--- config.mk ---
export PLATFORM = sky130hd
export DESIGN_NAME = branch_predictor
export DESIGN_NICKNAME = d
export VERILOG_FILES = /design/src/rtl/branch_predictor.sv
export SDC_FILE = /design/constraint.sdc
export NUM_CORES = 2
export LEC_CHECK = 0
export CORE_UTILIZATION = 62
export DETAILED_ROUTE_END_ITERATION = 8
export GPL_ROUTABILITY_DRIVEN = 1
export PLACE_DENSITY = 0.8
export SLEW_MARGIN = 10
export SYNTH_ARGS = -nofsm -noshare
export SYNTH_HDL_FRONTEND = slang
export SYNTH_SLANG_ARGS = --single-unit
--- constraint.sdc ---
create_clock -name clk -period 49.2 [get_ports clk]
set_clock_uncertainty 0.2 [all_clocks]
set_input_delay 12.3 -clock clk [delete_from_list [all_inputs] [get_ports clk]]
set_output_delay 12.3 -clock clk [all_outputs]
set_load 0.02 [all_outputs]
--- src/rtl/branch_predictor.sv ---
// Purpose : direct-mapped branch target buffer with 2-bit saturating direction
//           counters, plus a registered mispredict pulse and a wrapping
//           mispredict counter.
// Latency : prediction is combinational in the lookup cycle; table writes,
//           mispredict and mispredict_cnt take effect at the next rising edge.
// Backpressure: none; one lookup and one resolution accepted every cycle.
//
// Ports:
//   clk, rst           single clock, asynchronous active-high reset
//   pred_pc            fetch PC to predict
//   pred_taken         predicted direction for pred_pc
//   pred_target        stored target when predicted taken, else pred_pc + 4
//   upd_valid          resolution strobe from execute
//   upd_is_branch      resolved instruction is a conditional branch
//   upd_pc             PC of the resolved instruction
//   upd_taken          actual direction
//   upd_target         actual target
//   upd_pred_taken     direction predicted for this instruction at fetch
//   mispredict         one-cycle pulse after a mispredicted branch resolves
//   mispredict_cnt     number of mispredict pulses, wraps at 16 bits
module branch_predictor #(
  parameter int ENTRIES = 16,
  localparam int IDX_W = $clog2(ENTRIES),
  localparam int TAG_W = 32 - IDX_W - 2
) (
  input  logic        clk,
  input  logic        rst,
  input  logic [31:0] pred_pc,
  output logic        pred_taken,
  output logic [31:0] pred_target,
  input  logic        upd_valid,
  input  logic        upd_is_branch,
  input  logic [31:0] upd_pc,
  input  logic        upd_taken,
  input  logic [31:0] upd_target,
  input  logic        upd_pred_taken,
  output logic        mispredict,
  output logic [15:0] mispredict_cnt
);

  // Counter encodings.
  localparam logic [1:0] CTR_SNT = 2'b00;
  localparam logic [1:0] CTR_WNT = 2'b01;
  localparam logic [1:0] CTR_WT  = 2'b10;
  localparam logic [1:0] CTR_ST  = 2'b11;

  // Table storage.
  logic             valid_q  [ENTRIES];
  logic [TAG_W-1:0] tag_q    [ENTRIES];
  logic [31:0]      target_q [ENTRIES];
  logic [1:0]       ctr_q    [ENTRIES];

  // ---------------------------------------------------------------------------
  // Lookup path (reads pre-update state; a same-cycle write lands next edge)
  // ---------------------------------------------------------------------------
  logic [IDX_W-1:0] pred_idx;
  logic [TAG_W-1:0] pred_tag;
  logic             pred_hit;

  assign pred_idx = pred_pc[IDX_W+1:2];
  assign pred_tag = pred_pc[31:IDX_W+2];
  assign pred_hit = valid_q[pred_idx] && (tag_q[pred_idx] == pred_tag);

  assign pred_taken  = pred_hit && ctr_q[pred_idx][1];
  assign pred_target = pred_taken ? target_q[pred_idx] : (pred_pc + 32'd4);

  // The byte offset within a word never participates in indexing or tagging.
  logic unused_pc_lsbs;
  assign unused_pc_lsbs = ^{pred_pc[1:0], upd_pc[1:0]};

  // ---------------------------------------------------------------------------
  // Update path
  // ---------------------------------------------------------------------------
  logic [IDX_W-1:0] upd_idx;
  logic [TAG_W-1:0] upd_tag;
  logic             upd_fire;
  logic             upd_hit;
  logic             upd_we;
  logic [1:0]       upd_ctr_cur;
  logic [1:0]       upd_ctr_nxt;

  assign upd_idx     = upd_pc[IDX_W+1:2];
  assign upd_tag     = upd_pc[31:IDX_W+2];
  assign upd_fire    = upd_valid && upd_is_branch;
  assign upd_hit     = valid_q[upd_idx] && (tag_q[upd_idx] == upd_tag);
  assign upd_ctr_cur = ctr_q[upd_idx];

  // A not-taken miss leaves the entry alone so a cold not-taken branch does not
  // evict a useful taken entry that happens to share the index.
  assign upd_we = upd_fire && (upd_hit || upd_taken);

  always_comb begin
    upd_ctr_nxt = upd_ctr_cur;
    if (!upd_hit) begin
      // Fresh allocation starts weakly taken.
      upd_ctr_nxt = CTR_WT;
    end else if (upd_taken) begin
      if (upd_ctr_cur != CTR_ST) begin
        upd_ctr_nxt = upd_ctr_cur + 2'd1;
      end
    end else begin
      if (upd_ctr_cur != CTR_SNT) begin
        upd_ctr_nxt = upd_ctr_cur - 2'd1;
      end
    end
  end

  always_ff @(posedge clk or posedge rst) begin
    if (rst) begin
      for (int i = 0; i < ENTRIES; i++) begin
        valid_q[i]  <= 1'b0;
        tag_q[i]    <= '0;
        target_q[i] <= '0;
        ctr_q[i]    <= CTR_WNT;
      end
    end else if (upd_we) begin
      valid_q[upd_idx] <= 1'b1;
      tag_q[upd_idx]   <= upd_tag;
      ctr_q[upd_idx]   <= upd_ctr_nxt;
      // Target only moves on a taken resolution; a not-taken hit keeps the
      // last known taken target for when the counter swings back.
      if (upd_taken) begin
        target_q[upd_idx] <= upd_target;
      end
    end
  end

  // ---------------------------------------------------------------------------
  // Mispredict reporting
  // ---------------------------------------------------------------------------
  logic misp_now;
  assign misp_now = upd_fire && (upd_taken != upd_pred_taken);

  always_ff @(posedge clk or posedge rst) begin
    if (rst) begin
      mispredict     <= 1'b0;
      mispredict_cnt <= 16'h0000;
    end else begin
      mispredict <= misp_now;
      if (misp_now) begin
        mispredict_cnt <= mispredict_cnt + 16'd1;
      end
    end
  end

endmodule

==> impl_metrics.ini <==
[final_layout]
syn_to_final_growth_pct = 11.3
drive_above_1_share_pct = 45.2
nNetsFinal = 3447
num-fill-cells = 5158
layout.cells.non_filler = 4489

[worst_setup_path]
max_stage_delay_ps = 860
path_class = in2out
crit_top_cell = buf_4
arrival_ps = 18540
cpMaxStageDelayCell = buf_4
worstPathRequired_ps = 36700
worstPathMaxFanout = 70
path_cells = buf_8 > buf_4 > buf_4 > a311oi_1 > a211oi_1 > a21oi_1 > o31ai_1 > nand4_1 > nor4_4 > buf_4 > mux2_2 > clkdlybuf4s50_1
crit_path_end_kind = primary output
critPathLaunchType = input pin

[worst_hold_path]
hp-class = reg2reg

[clocking]
ctsHtreeMaxLevel = 3
postCtsSetupBuffers = 0
cts_tree = yes
cts.sinks = 993
clk_pin_slew_ps = 60
ctsHoldBuffers = 0
worstSkewPairLatency_ps = 680
numCtsBuffers = 103
clock-root-buffer = clkbuf_16
cts_resized = 0
clockBufferDepth = 3

[detailed_routing]
drc_errors = 0
avgViaCountPerCell = 7.01
vias = 31500
drt-pass1-iter-count = 6
detail-route-antenna-nets = 0
drt-initial-drc-count = 3250
drt_wl_total_mm = 139
wl_per_cell_um = 31.0

[timing]
fmax_mhz = 32.2
postLayoutSetupSlackWorst_ps = 18160
tightestPinTransition_ps = 1290
final.period_utilization_pct = 63.1
hold_viol = 0
timing.slew.headroom_pct = 14.2
slew_violations = 0
timing.setup.tns_ps = 0
min_period_ps = 31040
finalSetupViolCount = 0
rsz0062_at_grt = no

[synth]
seq_area_frac_synth_pct = 49.5
synth_seq_cells = 993
synth_ff_type = dfrtp_1
yosys.area.top_type = dfrtp_1
avgSynthCellArea_um2 = 15.2
yosys_warnings = 0
synth_edf_count = 0
synth_cells = 3309
synth_top_area_share_pct = 48.6
yosys-top-cells-area = dfrtp_1, mux2_2, mux4_2
ys_types = 71
syn-num-nets = 3413
syn_area_um2 = 50300
ys_async_sr_fraction_pct = 100

[pwr]
power.leakage_nw = 25.0
p_per_area_nw_per_um2 = 38.1
worst_ir_drop_vdd_uv = 36.7

[floorplanning]
die-height_um = 287
rows = 104
dieArea_um2 = 82200
pin_count = 152
start_util_pct = 62.5
core_area_um2 = 80400
dieWidth_um = 287

[global_route]
grt_usage_pct = 34.8
grt_antenna_before_repair = 9
grt_pass1_vias = 33400
grt_max_degree = 138
grt_pass1_wl_mm = 212
grt_remaining_overflow = 0

[placement]
dp_hpwl_mm = 84.1
gp_congestion = 0.955
dp_cells = 4298
post-place-ws_ps = 18150
port_buffers = 149

[run]
max_cap_viol_count = 0

[outcome]
outcome = complete, no violations
-- stage by stage --
stage / hold slack [ps] / power, mW / utilization (%) / cell area (µm²)
2_1_floorplan: 247 / 1.24 / - / 50300
3_3_place_gp: 256 / 1.32 / 65.2 / 52500
3_5_place_dp: 266 / 1.35 / 65.2 / 52500
4_1_cts: 274 / 2.14 / 69.5 / 55900
5_1_grt: 288 / 2.21 / 69.5 / 55900
6_report: 277 / 2.13 / 69.5 / 55900
-- cell usage in the layout (no fill, tap or decap), types with 21 or more instances in the layout --
cell type,count
nand3_1,26
clkbuf_16,104
inv_1,30
dfrtp_1,977
nand2_1,73
a21oi_1,24
mux2_2,860
clkdlybuf4s50_1,141
a22oi_1,29
xor2_1,26
mux2i_1,119
nor2_1,39
mux4_2,366
xnor2_1,63
clkbuf_8,28
clkinv_2,21
buf_4,72
mux2_1,109
-- report_power, final --
group	switching, mW	internal (mW)	total, mW
Sequential	0.0739	0.927	1.00
Combinational	0.150	0.192	0.342
Clock	0.332	0.457	0.789
-- final cells by class --
class	instances	area [µm²]	share of cell area [%]
repair buffers	219	2020	3.61
inverters	32	128	0.228
diodes	3	7.51	0.0134
flip-flops and latches	993	24900	44.5
clock buffers	150	3060	5.46
multi-input cells	1994	24100	43.1
well taps	1060	1330	2.37
clock inverters	38	399	0.714
-- cells in the mapped netlist (all sizes together) (3+ instances only) --
library cell	number
a211oi	14
a21oi	29
a221oi	4
a22o	4
a22oi	29
a2bb2oi	6
and2	8
and3	17
buf	114
clkbuf	176
dfrtp	977
dfstp	16
inv	31
mux2	969
mux2i	119
mux4	366
nand2	73
nand2b	10
nand3	30
nand4	20
nand4b	4
nor2	53
nor2b	19
nor3	17
nor4	8
o21ai	11
o22a	7
o22ai	10
o2bb2ai	9
o31a	3
o31ai	7
o32a	4
o32ai	5
or2	16
xnor2	63
xor2	26
-- flip-flops by register name, indices dropped and copies added, names as in the netlist --
signal and flops:
valid_q 16, mispredict_cnt 16, target_q 512, tag_q 416
mispredict 1, ctr_q 32
-- kinds of logic after synthesis --
group / share of synthesized area [%]
buffers and inverters: 2.87
adder cells (fa/ha/maj): 0.0896
AND/OR/NAND/NOR: 2.87
AO/OA/AOI/OAI: 2.64
flip-flops: 49.5
XOR/XNOR: 1.55
multiplexers: 40.5
-- worst paths after layout --
path                                        startpoint                        end  slack, ps  cells after the start
min in group asynchronous                          rst  target_q[472]$_DFFE_PP0P_      11990                      2
worst min register to register    ctr_q[4]$_DFFE_PP1P_       ctr_q[4]$_DFFE_PP1P_        280                      2
worst min-delay path              ctr_q[4]$_DFFE_PP1P_       ctr_q[4]$_DFFE_PP1P_        280                      2
max in group asynchronous                          rst     tag_q[271]$_DFFE_PP0P_      32590                      6
worst max-delay path                        pred_pc[2]             pred_target[9]      18160                     12
worst max register to register  tag_q[215]$_DFFE_PP0P_     tag_q[177]$_DFFE_PP0P_      43970                     11
-- worst max-delay path: cells and delay by family --
family,cells,cell delay (ps)
buffers and inverters,5,3390
AOI/OAI and AO/OA,4,1380
and+or+nand+nor,2,930
muxes,1,450
-- metal layers --
layer	wire, µm	global-route usage (%)
met1	54500	47.3
met2	65100	52.9
met3	13300	9.58
met4	6410	15.2
met5	85	0
Note: power is estimated with default switching activity, not from simulation.
